`src/rtl/sys_ctrl_rx_decoder_pkg.sv`:
```
// Shared definitions for the system-control receive decoder: command opcodes,
// FSM state encoding and the register-file slots that hold ALU operands.
package sys_ctrl_rx_decoder_pkg;

    localparam logic [7:0] CMD_REG_WR  = 8'hAA;
    localparam logic [7:0] CMD_REG_RD  = 8'hBB;
    localparam logic [7:0] CMD_ALU_OP  = 8'hCC;
    localparam logic [7:0] CMD_ALU_NOP = 8'hDD;

    localparam int OPA_ADDR = 0;
    localparam int OPB_ADDR = 1;

    typedef enum logic [3:0] {
        IDLE,
        WR_ADDR,
        WR_DATA,
        RD_ADDR,
        RD_WAIT,
        OP_A,
        OP_B,
        FUN,
        ALU_WAIT,
        RSP_LO,
        RSP_HI
    } state_t;

endpackage

```
`src/rtl/sys_ctrl_rx_decoder.sv`:
```
// Parses UART command frames into register-file / ALU requests and returns
// read data or the ALU result one byte at a time over a valid/ready handshake.
module sys_ctrl_rx_decoder
    import sys_ctrl_rx_decoder_pkg::*;
#(
    parameter int Data_width = 8,
    parameter int Addr_width = 4,
    parameter int Fun_width  = 4
) (
    input  logic                    CLK,
    input  logic                    RST,
    input  logic [Data_width-1:0]   RX_P_DATA,
    input  logic                    RX_data_valid,
    output logic [Addr_width-1:0]   Address,
    output logic [Data_width-1:0]   WrData,
    output logic                    WrEn,
    output logic                    RdEn,
    input  logic [Data_width-1:0]   RdData,
    input  logic                    RdData_Valid,
    output logic [Fun_width-1:0]    ALU_FUN,
    output logic                    ALU_EN,
    output logic                    CLK_GATE_EN,
    input  logic [2*Data_width-1:0] ALU_OUT,
    input  logic                    ALU_OUT_VLD,
    output logic [Data_width-1:0]   rsp_data,
    output logic                    rsp_valid,
    input  logic                    rsp_ready,
    output logic                    cmd_err,
    output logic                    rx_overrun
);

    state_t                  state;
    logic [Data_width-1:0]   result_hi;
    logic                    two_beat;
    logic                    busy;

    // States in which an incoming byte cannot be consumed.
    always_comb begin
        busy = (state == RD_WAIT) || (state == ALU_WAIT) ||
               (state == RSP_LO)  || (state == RSP_HI);
    end

    always_ff @(posedge CLK or negedge RST) begin
        if (!RST) begin
            state       <= IDLE;
            Address     <= '0;
            WrData      <= '0;
            WrEn        <= 1'b0;
            RdEn        <= 1'b0;
            ALU_FUN     <= '0;
            ALU_EN      <= 1'b0;
            CLK_GATE_EN <= 1'b0;
            rsp_data    <= '0;
            rsp_valid   <= 1'b0;
            cmd_err     <= 1'b0;
            rx_overrun  <= 1'b0;
            result_hi   <= '0;
            two_beat    <= 1'b0;
        end else begin
            WrEn       <= 1'b0;
            RdEn       <= 1'b0;
            ALU_EN     <= 1'b0;
            cmd_err    <= 1'b0;
            rx_overrun <= RX_data_valid && busy;

            case (state)
                IDLE: begin
                    if (RX_data_valid) begin
                        case (RX_P_DATA)
                            Data_width'(CMD_REG_WR): state <= WR_ADDR;
                            Data_width'(CMD_REG_RD): state <= RD_ADDR;
                            Data_width'(CMD_ALU_OP): state <= OP_A;
                            Data_width'(CMD_ALU_NOP): begin
                                state       <= FUN;
                                CLK_GATE_EN <= 1'b1;
                            end
                            default: cmd_err <= 1'b1;
                        endcase
                    end
                end
                WR_ADDR: begin
                    if (RX_data_valid) begin
                        Address <= RX_P_DATA[Addr_width-1:0];
                        state   <= WR_DATA;
                    end
                end
                WR_DATA: begin
                    if (RX_data_valid) begin
                        WrData <= RX_P_DATA;
                        WrEn   <= 1'b1;
                        state  <= IDLE;
                    end
                end
                RD_ADDR: begin
                    if (RX_data_valid) begin
                        Address <= RX_P_DATA[Addr_width-1:0];
                        RdEn    <= 1'b1;
                        state   <= RD_WAIT;
                    end
                end
                RD_WAIT: begin
                    if (RdData_Valid) begin
                        rsp_data  <= RdData;
                        rsp_valid <= 1'b1;
                        result_hi <= '0;
                        two_beat  <= 1'b0;
                        state     <= RSP_LO;
                    end
                end
                OP_A: begin
                    if (RX_data_valid) begin
                        Address <= Addr_width'(OPA_ADDR);
                        WrData  <= RX_P_DATA;
                        WrEn    <= 1'b1;
                        state   <= OP_B;
                    end
                end
                OP_B: begin
                    if (RX_data_valid) begin
                        Address     <= Addr_width'(OPB_ADDR);
                        WrData      <= RX_P_DATA;
                        WrEn        <= 1'b1;
                        CLK_GATE_EN <= 1'b1;
                        state       <= FUN;
                    end
                end
                FUN: begin
                    if (RX_data_valid) begin
                        ALU_FUN <= RX_P_DATA[Fun_width-1:0];
                        ALU_EN  <= 1'b1;
                        state   <= ALU_WAIT;
                    end
                end
                ALU_WAIT: begin
                    if (ALU_OUT_VLD) begin
                        rsp_data    <= ALU_OUT[Data_width-1:0];
                        result_hi   <= ALU_OUT[2*Data_width-1:Data_width];
                        rsp_valid   <= 1'b1;
                        two_beat    <= 1'b1;
                        CLK_GATE_EN <= 1'b0;
                        state       <= RSP_LO;
                    end
                end
                // rsp_data only changes on a transfer, so it is stable while stalled.
                RSP_LO: begin
                    if (rsp_ready) begin
                        if (two_beat) begin
                            rsp_data <= result_hi;
                            state    <= RSP_HI;
                        end else begin
                            rsp_valid <= 1'b0;
                            state     <= IDLE;
                        end
                    end
                end
                RSP_HI: begin
                    if (rsp_ready) begin
                        rsp_valid <= 1'b0;
                        state     <= IDLE;
                    end
                end
                default: state <= IDLE;
            endcase
        end
    end

endmodule

```
`config.mk`:
```
export PLATFORM = sky130hd
export DESIGN_NAME = sys_ctrl_rx_decoder
export DESIGN_NICKNAME = d
export VERILOG_FILES = /design/src/rtl/sys_ctrl_rx_decoder_pkg.sv /design/src/rtl/sys_ctrl_rx_decoder.sv
export SDC_FILE = /design/constraint.sdc
export NUM_CORES = 1
export LEC_CHECK = 0
export BUFFER_PORTS_ARGS = -buffer_cell sky130_fd_sc_hd__buf_2
export CAP_MARGIN = 20
export CORE_MARGIN = 3
export CORE_UTILIZATION = 45
export CTS_BUF_LIST = sky130_fd_sc_hd__clkbuf_4
export DETAILED_ROUTE_END_ITERATION = 6
export HOLD_SLACK_MARGIN = 0.1
export PLACE_DENSITY = 0.68
export SYNTH_ARGS = -nofsm -noshare
export SYNTH_HDL_FRONTEND = slang
export SYNTH_SLANG_ARGS = --single-unit
```
`constraint.sdc`:
```
create_clock -name CLK -period 2 [get_ports CLK]
set_input_delay 0.6 -clock CLK [delete_from_list [all_inputs] [get_ports CLK]]
set_output_delay 0.6 -clock CLK [all_outputs]
set_load 0.02 [all_outputs]
```
==> key figures, run 1 <==
Status
  – Status: complete, no violations

Finish
  – Layout cells sized above 1: between 30% and 40%
  – Post-layout nets: 334
  – Layout Utilization: between 60% and 70%
  – Area delta synth->final: 27.7%
  – Layout fillers: approximately 400
  – Post-route insts no fill: 362
  – Diodes inserted: 0

Place
  – # port buffers: 68
  – DP Cell Count: approximately 350
  – DP Worst Slack: -229 ps
  – RD Place Congestion: ~0.86
  – Hpwl dp: between 3 and 4 mm

Timing
  – Fin. Hold Viols: 0
  – Fmax: between 500 and 600 MHz
  – Final hold slack: 152 ps
  – Slack of the critical path: roughly 72 ps
  – Crit share post-route: ~96%
  – Slew headroom: a little under three quarters
  – Slew Viols, Final: 0
  – Setup TNS: 0 ps
  – Final setup fails: 0
  – Max Clock Skew: slightly above 7 ps
  – RSZ-0062 raised after global routing: false
  – Min cycle time layout: 1930 ps
  – Worst Max-Slew Pin Slew: roughly 430 ps

Critical path
  – CP Class: flip-flop to flip-flop
  – CP arrival: ~2200 ps
  – Reg2Reg Depth: 5
  – RR Startpoint: state[1]
  – CP Launch Type: flip-flop
  – Worst-path fanout max: 8
  – End of the worst register-to-register path: state[1]
  – Req. time, crit path: roughly 2300 ps
  – FF-to-FF setup slack: ~72 ps
  – CP endpoint kind: flip-flop

Clocking
  – Sink Count: between 40 and 50
  – H-tree levels: 2
  – CTS root buf: clkbuf_4
  – Longest Clk Path Bufs: 2
  – Clock transition at path regs: 120 ps
  – CTS buffer count: 5
  – CTS tree: done
  – Clk_lat worst skew: between 300 and 400 ps

Synthesis
  – Post-synth cell types: 43
  – Post-synthesis compound-gate area fraction: between 10% and 20%
  – Register area share after synthesis: 50.3%
  – Synth Instances: around 210
  – Mux contribution to synthesized area: between 10 and 15%
  – Synth Area in XOR/XNOR: between 1 and 1.5%
  – Adder-cell share of the synthesized area: 0%
  – Top_reg_cell synth: dfrtp_1
  – Largest family of logic cells by synthesized area: compound AO/OA/AOI/OAI gates
  – Post-synth EDFFs: 0
  – Post-Syn Area: 2190 sq um
  – Synth Register Bits: 44
  – Ys Warns: 0
  – Mean Syn Cell Area: ~10 sq um
  – Mapped Nets: between 200 and 250
  – Ys async rst share: 100%
  – Synth Area in Simple Gates: around 15%

Floorplanning
  – Die width: around 76 microns
  – Die height: ~76 microns
  – # rows: 24
  – DIE AREA: roughly 5700 sq um
  – Initial Util: between 40% and 50%
  – Core Region: approximately 4500 sq um
  – # IOs: between 60 and 70

Drt
  – First drt pass iteration count: 4
  – Iteration-0 DRC Markers: 91
  – Post-route ant nets: 0
  – WL per Instance: approximately 14 microns
  – Via/cell ratio: approximately 5.1
  – Routed vias: 1860
  – DRC Markers: 0
  – WL final: about 5 mm

Global routing
  – Largest net degree at the start of global routing: 28
  – Number of global-route vias before repair: approximately 1.8k
  – Initial antenna violation count: 0
  – GRT Util Overall: 18.9%
  – First-pass GRT wire length: a little over 8 mm
  – Global route overflow: 0

Pwr
  – Power per cell area: ~1500 nW/um^2
  – Peak supply drop: between 0.0007 and 0.0008 V
  – Leakage power total: 1.39 nW

Hold path
  – Worst min path class: primary input to asynchronous set/reset pin

Job
  – Maxcap violations: 0
layout by cell type, fill, tap and decap left out, types with 5 or more instances in the layout:
cell,count
a21oi_1,8
a22o_1,9
buf_2,68
buf_4,17
clkbuf_4,5
dfrtp_1,43
inv_1,11
mux2_2,13
mux2i_1,16
nand2_1,22
nand2b_1,6
nor2_1,14
o21ai_0,17
critical path, cell delays in order, from the launching register on:
cell,delay (ps)
dfrtp_2,480
or2_4,260
or3_4,350
o32a_1,370
a311oi_2,280
a211o_1,130
synth_stat cells, types with 3 or more instances:
| cell | count | area share [%] |
|---|---|---|
| nor3b_1 | 3 | 1.0 |
| clkbuf_1 | 4 | 0.69 |
| nor2_1 | 14 | 2.4 |
| nand2b_1 | 6 | 1.7 |
| dfrtp_1 | 44 | 50 |
| mux2_2 | 13 | 6.7 |
| mux2i_1 | 16 | 7.3 |
| inv_1 | 11 | 1.9 |
| a22o_1 | 9 | 3.6 |
| a21oi_1 | 8 | 1.8 |
| nand2_1 | 22 | 3.8 |
| o21ai_0 | 17 | 3.9 |
power breakdown:
| part | switching [mW] | internal (mW) |
|---|---|---|
| sequential | 0.250 | 1.29 |
| clock | 0.278 | 0.129 |
| combinational | 1.29 | 1.04 |
| total | 1.82 | 2.46 |
state kept, by name (all words and copies together), names as in the netlist:
register	cells
state	4
two_beat	1
result_hi	8
WrData	8
CLK_GATE_EN	1
rx_overrun	1
RdEn	1
Address	4
rsp_valid	1
ALU_FUN	4
ALU_EN	1
cmd_err	1
WrEn	1
rsp_data	8
layout make-up:
class | count | area, sq um | share of cell area, %
Sequential cell | 44 | 1100 | 39.5
Timing Repair Buffer | 87 | 508 | 18.2
Tap cell | 65 | 81.3 | 2.91
Clock inverter | 3 | 13.8 | 0.493
Inverter | 11 | 41.3 | 1.48
Multi-Input combinational cell | 147 | 1010 | 36.1
Clock buffer | 5 | 37.5 | 1.34
how the worst max path moves through the flow:
stage,start,to,slack (ps)
2_1_floorplan,RX_P_DATA[1],state[0],40
6_report,state[1],state[1],70
3_3_place_gp,RX_P_DATA[1],state[0],-160
5_1_grt,state[1],state[1],20
4_1_cts,state[1],state[1],70
3_5_place_dp,RX_P_DATA[1],state[0],-230
metal layers:
layer  vias up  GRT usage, %  wire length [microns]
li1        913             -                      -
met2        58          28.7                   2440
met1       884          26.8                   2390
met3         5          3.69                    254
met5         -             0                      0
met4         0          6.99                     71
timing repair:
action | in CTS | in global routing
gates resized for setup | 0 | 3
buffers inserted | 0 | 0
endpoints found under the setup margin | 0 | 2
hold buffers | 0 | 0
cells by family (layout without fill, tap and decap cells):
logic type / count (synthesis) / after routing
XOR/XNOR: 3 / 3
AO/OA/AOI/OAI: 51 / 51
multiplexers: 29 / 29
buffers and inverters: 20 / 106
flip-flops: 44 / 44
AND/OR/NAND/NOR: 64 / 64
through the flow:
stage	total power, mW	cell area, sq um
global route	4.61	2790
floorplan	3.09	2190
CTS	4.29	2780
global placement	3.84	2730
finish	4.28	2790
detailed placement	3.88	2730
No activity file was read; power rests on OpenSTA's default activity.
==> run 2: changes to the inputs <==
--- a/config.mk
+++ b/config.mk
@@ -7,12 +7,12 @@
 export LEC_CHECK = 0
 export BUFFER_PORTS_ARGS = -buffer_cell sky130_fd_sc_hd__buf_2
 export CAP_MARGIN = 20
-export CORE_MARGIN = 3
 export CORE_UTILIZATION = 45
 export CTS_BUF_LIST = sky130_fd_sc_hd__clkbuf_4
 export DETAILED_ROUTE_END_ITERATION = 6
 export HOLD_SLACK_MARGIN = 0.1
 export PLACE_DENSITY = 0.68
+export SKIP_LAST_GASP = 1
 export SYNTH_ARGS = -nofsm -noshare
 export SYNTH_HDL_FRONTEND = slang
 export SYNTH_SLANG_ARGS = --single-unit
==> key figures, run 2 (synthesis gave the netlist of run 1 again) <==
Floorplanning
  – Initial Util: 46.6%
  – # IOs: slightly below 70
  – Die width: around 72 microns
  – Die height: approximately 72 microns
  – Core Region: about 4700 sq um
  – # rows: 25
  – DIE AREA: between 5000 and 6000 sq um

Finish
  – Layout cells sized above 1: 39.1%
  – Most common cell after layout, fill and taps aside: buf_2
  – Diodes inserted: 0
  – Post-layout nets: between 300 and 400
  – Regs by FF count: WrData x8, result_hi x8, rsp_data x8
  – Area delta synth->final: 30.1%
  – Commonest cells after routing, fill and taps aside: buf_2, dfrtp_1, nand2_1, o21ai_0, buf_4

Timing
  – Setup TNS: 0 ps
  – Final setup fails: 0
  – Crit share post-route: 96.6%
  – Fin. Hold Viols: 0
  – Fmax: 517 MHz
  – Max Clock Skew: 3.13 ps
  – Min cycle time layout: ~1900 ps
  – Final hold slack: approximately 170 ps
  – Slew Viols, Final: 0
  – RSZ-0062 raised after global routing: false
  – Worst Max-Slew Pin Slew: about 480 ps
  – Slew headroom: around two thirds

Place
  – # port buffers: slightly below 70
  – Hpwl dp: 3.82 mm
  – RD Place Congestion: roughly 0.9

Critical path
  – CP endpoint kind: flip-flop
  – CP Class: flip-flop to flip-flop
  – CP Launch Type: flip-flop
  – CP max-delay cell: dfrtp_2
  – Req. time, crit path: around 2300 ps
  – Worst-path fanout max: 7
  – CP peak stage delay: between 400 and 500 ps
  – Critical Path, Cell by Cell: or2_4 -> or3_4 -> o32a_1 -> a311oi_1 -> a211o_1
  – CP arrival: 2250 ps

Drt
  – DRC Markers: 0
  – Iteration-0 DRC Markers: 140
  – WL per Instance: 14.8 microns
  – Via/cell ratio: between 5 and 6
  – WL final: approximately 5.2 mm
  – Routed vias: 1868
  – First drt pass iteration count: 4
  – Post-route ant nets: 0

Global routing
  – GR Util met2: 33.5%
  – Largest net degree at the start of global routing: 27
  – Global route overflow: 0
  – Number of global-route vias before repair: ~1.8k
  – Met3 Use GR: ~5.2%
  – GR peak layer: met2
  – First-pass GRT wire length: between 8 and 9 mm
  – Initial antenna violation count: 0
  – GRT Util Overall: between 20% and 30%
  – Grt met1 use: 30.4%

Pwr
  – Total power: approximately 4.7 mW
  – Leakage power total: 1.42 nW
  – Power per cell area: 1640 nW/um^2
  – Peak supply drop: roughly 0.00063 V

Clocking
  – Clock transition at path regs: 130 ps
  – CTS buffer count: 5
  – Sink Count: 44
  – # Post-CTS Setup Buffers: 0
  – H-tree levels: 2
  – Clk_lat worst skew: 360 ps
  – Post-CTS sizing: 0
  – CTS tree: done
  – CTS root buf: clkbuf_4
  – Longest Clk Path Bufs: 2
  – Hold-fix buffers, CTS: 0

Status
  – Status: complete, no violations

Hold path
  – Worst min path class: primary input to asynchronous set/reset pin

Job
  – Maxcap violations: 0
[run 2: cell count changes in the layout (fill, tap and decap cells not counted), sizes merged]
cell	previous run	this run
bufinv	0	3
clkinv	3	0
[run 2: worst max-delay path, delay by kind of cell, from the launching register on]
family          cells  cell delay [ps]
compound gates      3              770
simple gates        2              620
flops               1              480
[run 2: metal layers]
metal  share of wire [%]  routed length (microns)
met5                   0                        0
met4                 1.4                       75
met3                 4.3                      224
met2                  47                     2450
met1                  47                     2430
[run 2: final timing paths]
kind | depth (start not counted) | start | endpoint | slack (ps)
setup / recovery | 5 | state[0] | state[1] | 70
hold / removal | 1 | RST | rsp_data[0] | 170
setup reg to reg | 5 | state[0] | state[1] | 70
hold reg to reg | 2 | Address[3] | Address[3] | 500
max in group asynchronous | 2 | RST | state[0] | 1320
min in group CLK | 2 | ALU_OUT[14] | result_hi[6] | 440
[run 2: power breakdown]
part | internal [mW] | switching (mW) | total [mW]
clock network | 0.515 | 0.300 | 0.814
registers | 1.29 | 0.281 | 1.57
logic | 1.02 | 1.27 | 2.29
total | 2.83 | 1.85 | 4.68
[run 2: area by class of cell]
class,count,area [sq um]
tap,54,67.6
inverter,11,41.3
clock inverter,3,90.1
clock buffer,5,37.5
multi-input combinational,147,998
sequential,44,1100
timing repair buffer,87,508
fill,416,1850
[run 2: through the flow]
step / instance area (sq um) / cells / util, % / setup WS (ps)
after global placement: 2720 / 343 / 57.9 / -161
after CTS: 2840 / 351 / 60.6 / 70.0
after floorplan: 2190 / 211 / - / 41.4
final: 2850 / 351 / 60.7 / 67.3
after detailed placement: 2720 / 343 / 57.9 / -183
after global routing: 2850 / 351 / 60.7 / 13.8
==> run 3: changes to the inputs <==
--- a/config.mk
+++ b/config.mk
@@ -5,13 +5,14 @@
 export SDC_FILE = /design/constraint.sdc
 export NUM_CORES = 1
 export LEC_CHECK = 0
+export ABC_AREA = 1
 export BUFFER_PORTS_ARGS = -buffer_cell sky130_fd_sc_hd__buf_2
 export CAP_MARGIN = 20
 export CORE_UTILIZATION = 45
 export CTS_BUF_LIST = sky130_fd_sc_hd__clkbuf_4
 export DETAILED_ROUTE_END_ITERATION = 6
 export HOLD_SLACK_MARGIN = 0.1
-export PLACE_DENSITY = 0.68
+export PLACE_DENSITY = 0.67
 export SKIP_LAST_GASP = 1
 export SYNTH_ARGS = -nofsm -noshare
 export SYNTH_HDL_FRONTEND = slang
==> key figures, run 3 <==
Critical path
  – Reg2Reg Depth: 7
  – Req. time, crit path: ~2300 ps
  – CP startpoint: state[3]
  – Worst-path fanout max: 7
  – CP Class: flip-flop to flip-flop
  – Critical Path, Cell by Cell: inv_2 -> nor2_8 -> nand3_1 -> nand2_1 -> nor3_1 -> nand3_1 -> nand2_1
  – CP max-delay cell: dfrtp_1
  – RR Startpoint: state[3]
  – CP endpoint kind: flip-flop
  – Delay-heaviest family, CP: simple AND/OR/NAND/NOR gates
  – CP arrival: approximately 2000 ps
  – Path length in cells of the critical path: 7
  – WP buf/inv: 1
  – CP Launch Type: flip-flop
  – CP peak stage delay: ~500 ps

Finish
  – Area delta synth->final: 23.0%
  – Layout fillers: 487
  – Most common cell after layout, fill and taps aside: nand2_1
  – Post-layout nets: around 390
  – Commonest cells after routing, fill and taps aside: nand2_1, buf_2, dfrtp_1, inv_1, nand3_1
  – Layout Utilization: between 50% and 60%
  – Layout cells sized above 1: between 30 and 40%
  – Post-route insts no fill: approximately 420
  – Fin area: 2760 sq um
  – Seq. cell area: around 1100 sq um
  – Area of the multi-input gates: 1010 sq um
  – Regs by FF count: WrData x8, result_hi x8, rsp_data x8
  – Diodes inserted: 0

Place
  – Hpwl dp: between 3 and 4 mm
  – RD Place Congestion: around 0.93
  – # port buffers: roughly 70
  – DP Cell Count: ~410
  – Placed cell area: roughly 2700 sq um

Floorplanning
  – DIE AREA: ~5300 sq um
  – Die height: 72.6 microns
  – Core Region: ~4800 sq um
  – # rows: 25
  – Die width: 72.6 microns
  – Initial Util: 47.2%
  – # IOs: 69

Clocking
  – Clock transition at path regs: 130 ps
  – CTS root buf: clkbuf_4
  – Longest Clk Path Bufs: 2
  – Hold-fix buffers, CTS: 0
  – Clk_lat worst skew: 350 ps
  – # Post-CTS Setup Buffers: 0
  – H-tree levels: 2
  – Post-CTS sizing: 0
  – CTS tree: done
  – Sink Count: 44
  – CTS buffer count: 5

Synthesis
  – Post-Syn Area: approximately 2200 sq um
  – Top_reg_cell synth: dfrtp_1
  – Ranking of synthesized cells by area: dfrtp_1, nand2_1, o21ai_2, nand3_1, inv_1
  – Post-synth cell types: 25
  – Synth Instances: 277
  – Commonest cells in the synthesized netlist: nand2_1, dfrtp_1, inv_1, nand3_1, o21ai_2
  – Mean Syn Cell Area: 8.11 sq um
  – Largest area contributor in the netlist: dfrtp_1
  – Mapped Nets: ~320
  – Post-synth top area share: about half
  – Post-synth EDFFs: 0
  – Register area share after synthesis: 49.0%
  – Ys async rst share: 100%
  – Most common cell in the synthesized netlist: nand2_1
  – Ys Warns: 0
  – Synth Register Bits: 44

Status
  – Status: complete, no violations

Global routing
  – First-pass GRT wire length: between 8 and 9 mm
  – GRT Util Overall: 20.4%
  – Number of global-route vias before repair: between 1.5k and 2k
  – Largest net degree at the start of global routing: 25
  – Global route overflow: 0
  – Initial antenna violation count: 0

Timing
  – Crit share post-route: 86.8%
  – Fin. Hold Viols: 0
  – Min cycle time layout: ~1700 ps
  – Slew headroom: between 60% and 70%
  – Slew Viols, Final: 0
  – Fmax: a little under 600 MHz
  – Setup TNS: 0 ps
  – Final setup fails: 0
  – Final hold slack: 185 ps
  – Max Clock Skew: 8.86 ps
  – RSZ-0062 raised after global routing: false
  – Worst Max-Slew Pin Slew: approximately 500 ps

Pwr
  – Peak supply drop: between 0.0006 and 0.0007 V
  – Leakage power total: 1.54 nW
  – Power per cell area: about 1400 nW/um^2

Drt
  – WL final: ~5.0 mm
  – Via/cell ratio: between 4 and 5
  – DRC Markers: 0
  – First drt pass iteration count: 4
  – Post-route ant nets: 0
  – Iteration-0 DRC Markers: between 80 and 90
  – WL per Instance: about 12 microns
  – Routed vias: 2023

Job
  – Maxcap violations: 0

Hold path
  – Worst min path class: primary input to asynchronous set/reset pin
-- run 3: metrics by stage --
step	worst slack, ps	power [mW]
floorplan	548	2.70
global placement	283	3.19
detailed placement	281	3.22
CTS	315	3.77
global route	161	4.01
finish	265	3.74
-- run 3: final cells by class --
cell class	count	area share [%]
Timing Repair Buffer	71	13.6
Tap cell	67	3.03
Multi-Input combinational cell	201	36.5
Inverter	30	4.08
Clock buffer	5	1.36
Sequential cell	44	39.9
Clock inverter	3	1.54
-- run 3: cells by family (layout without fill, tap and decap cells) --
logic type	count (synthesis)	after routing	share of synthesized area, %
simple gates	152	152	31.3
compound gates	49	49	13.6
flops	44	44	49.0
buf+inv	32	109	6.02
-- run 3: where the power goes --
group	internal, mW	total (mW)	switching (mW)
Sequential	1.24	1.44	0.207
Combinational	0.597	1.74	1.15
Clock	0.261	0.548	0.286
-- run 3: path summary, 6_finish.rpt --
path                           endpoint  slack (ps)
hold reg to reg               WrData[7]         490
min in group CLK           result_hi[3]         430
setup / recovery               state[1]         260
max in group asynchronous    Address[3]        1320
hold / removal              rsp_data[3]         190
setup reg to reg               state[1]         260
-- run 3: worst register-to-register path: cells and delay by family, from the launching register on --
| kind | cells | cell delay, ps |
|---|---|---|
| AND/OR/NAND/NOR | 6 | 1000 |
| buffers and inverters | 1 | 150 |
| flip-flops | 1 | 510 |
-- run 3: layer usage --
layer / routed length, microns / GRT usage, % / part of all wire [%] / vias to the layer above
li1: - / - / - / 1042
met1: 2350 / 28.5 / 47 / 913
met2: 2350 / 31.7 / 47 / 58
met3: 228 / 3.18 / 4.5 / 10
met4: 108 / 8.71 / 2.1 / 0
met5: 0 / 0 / 0 / -
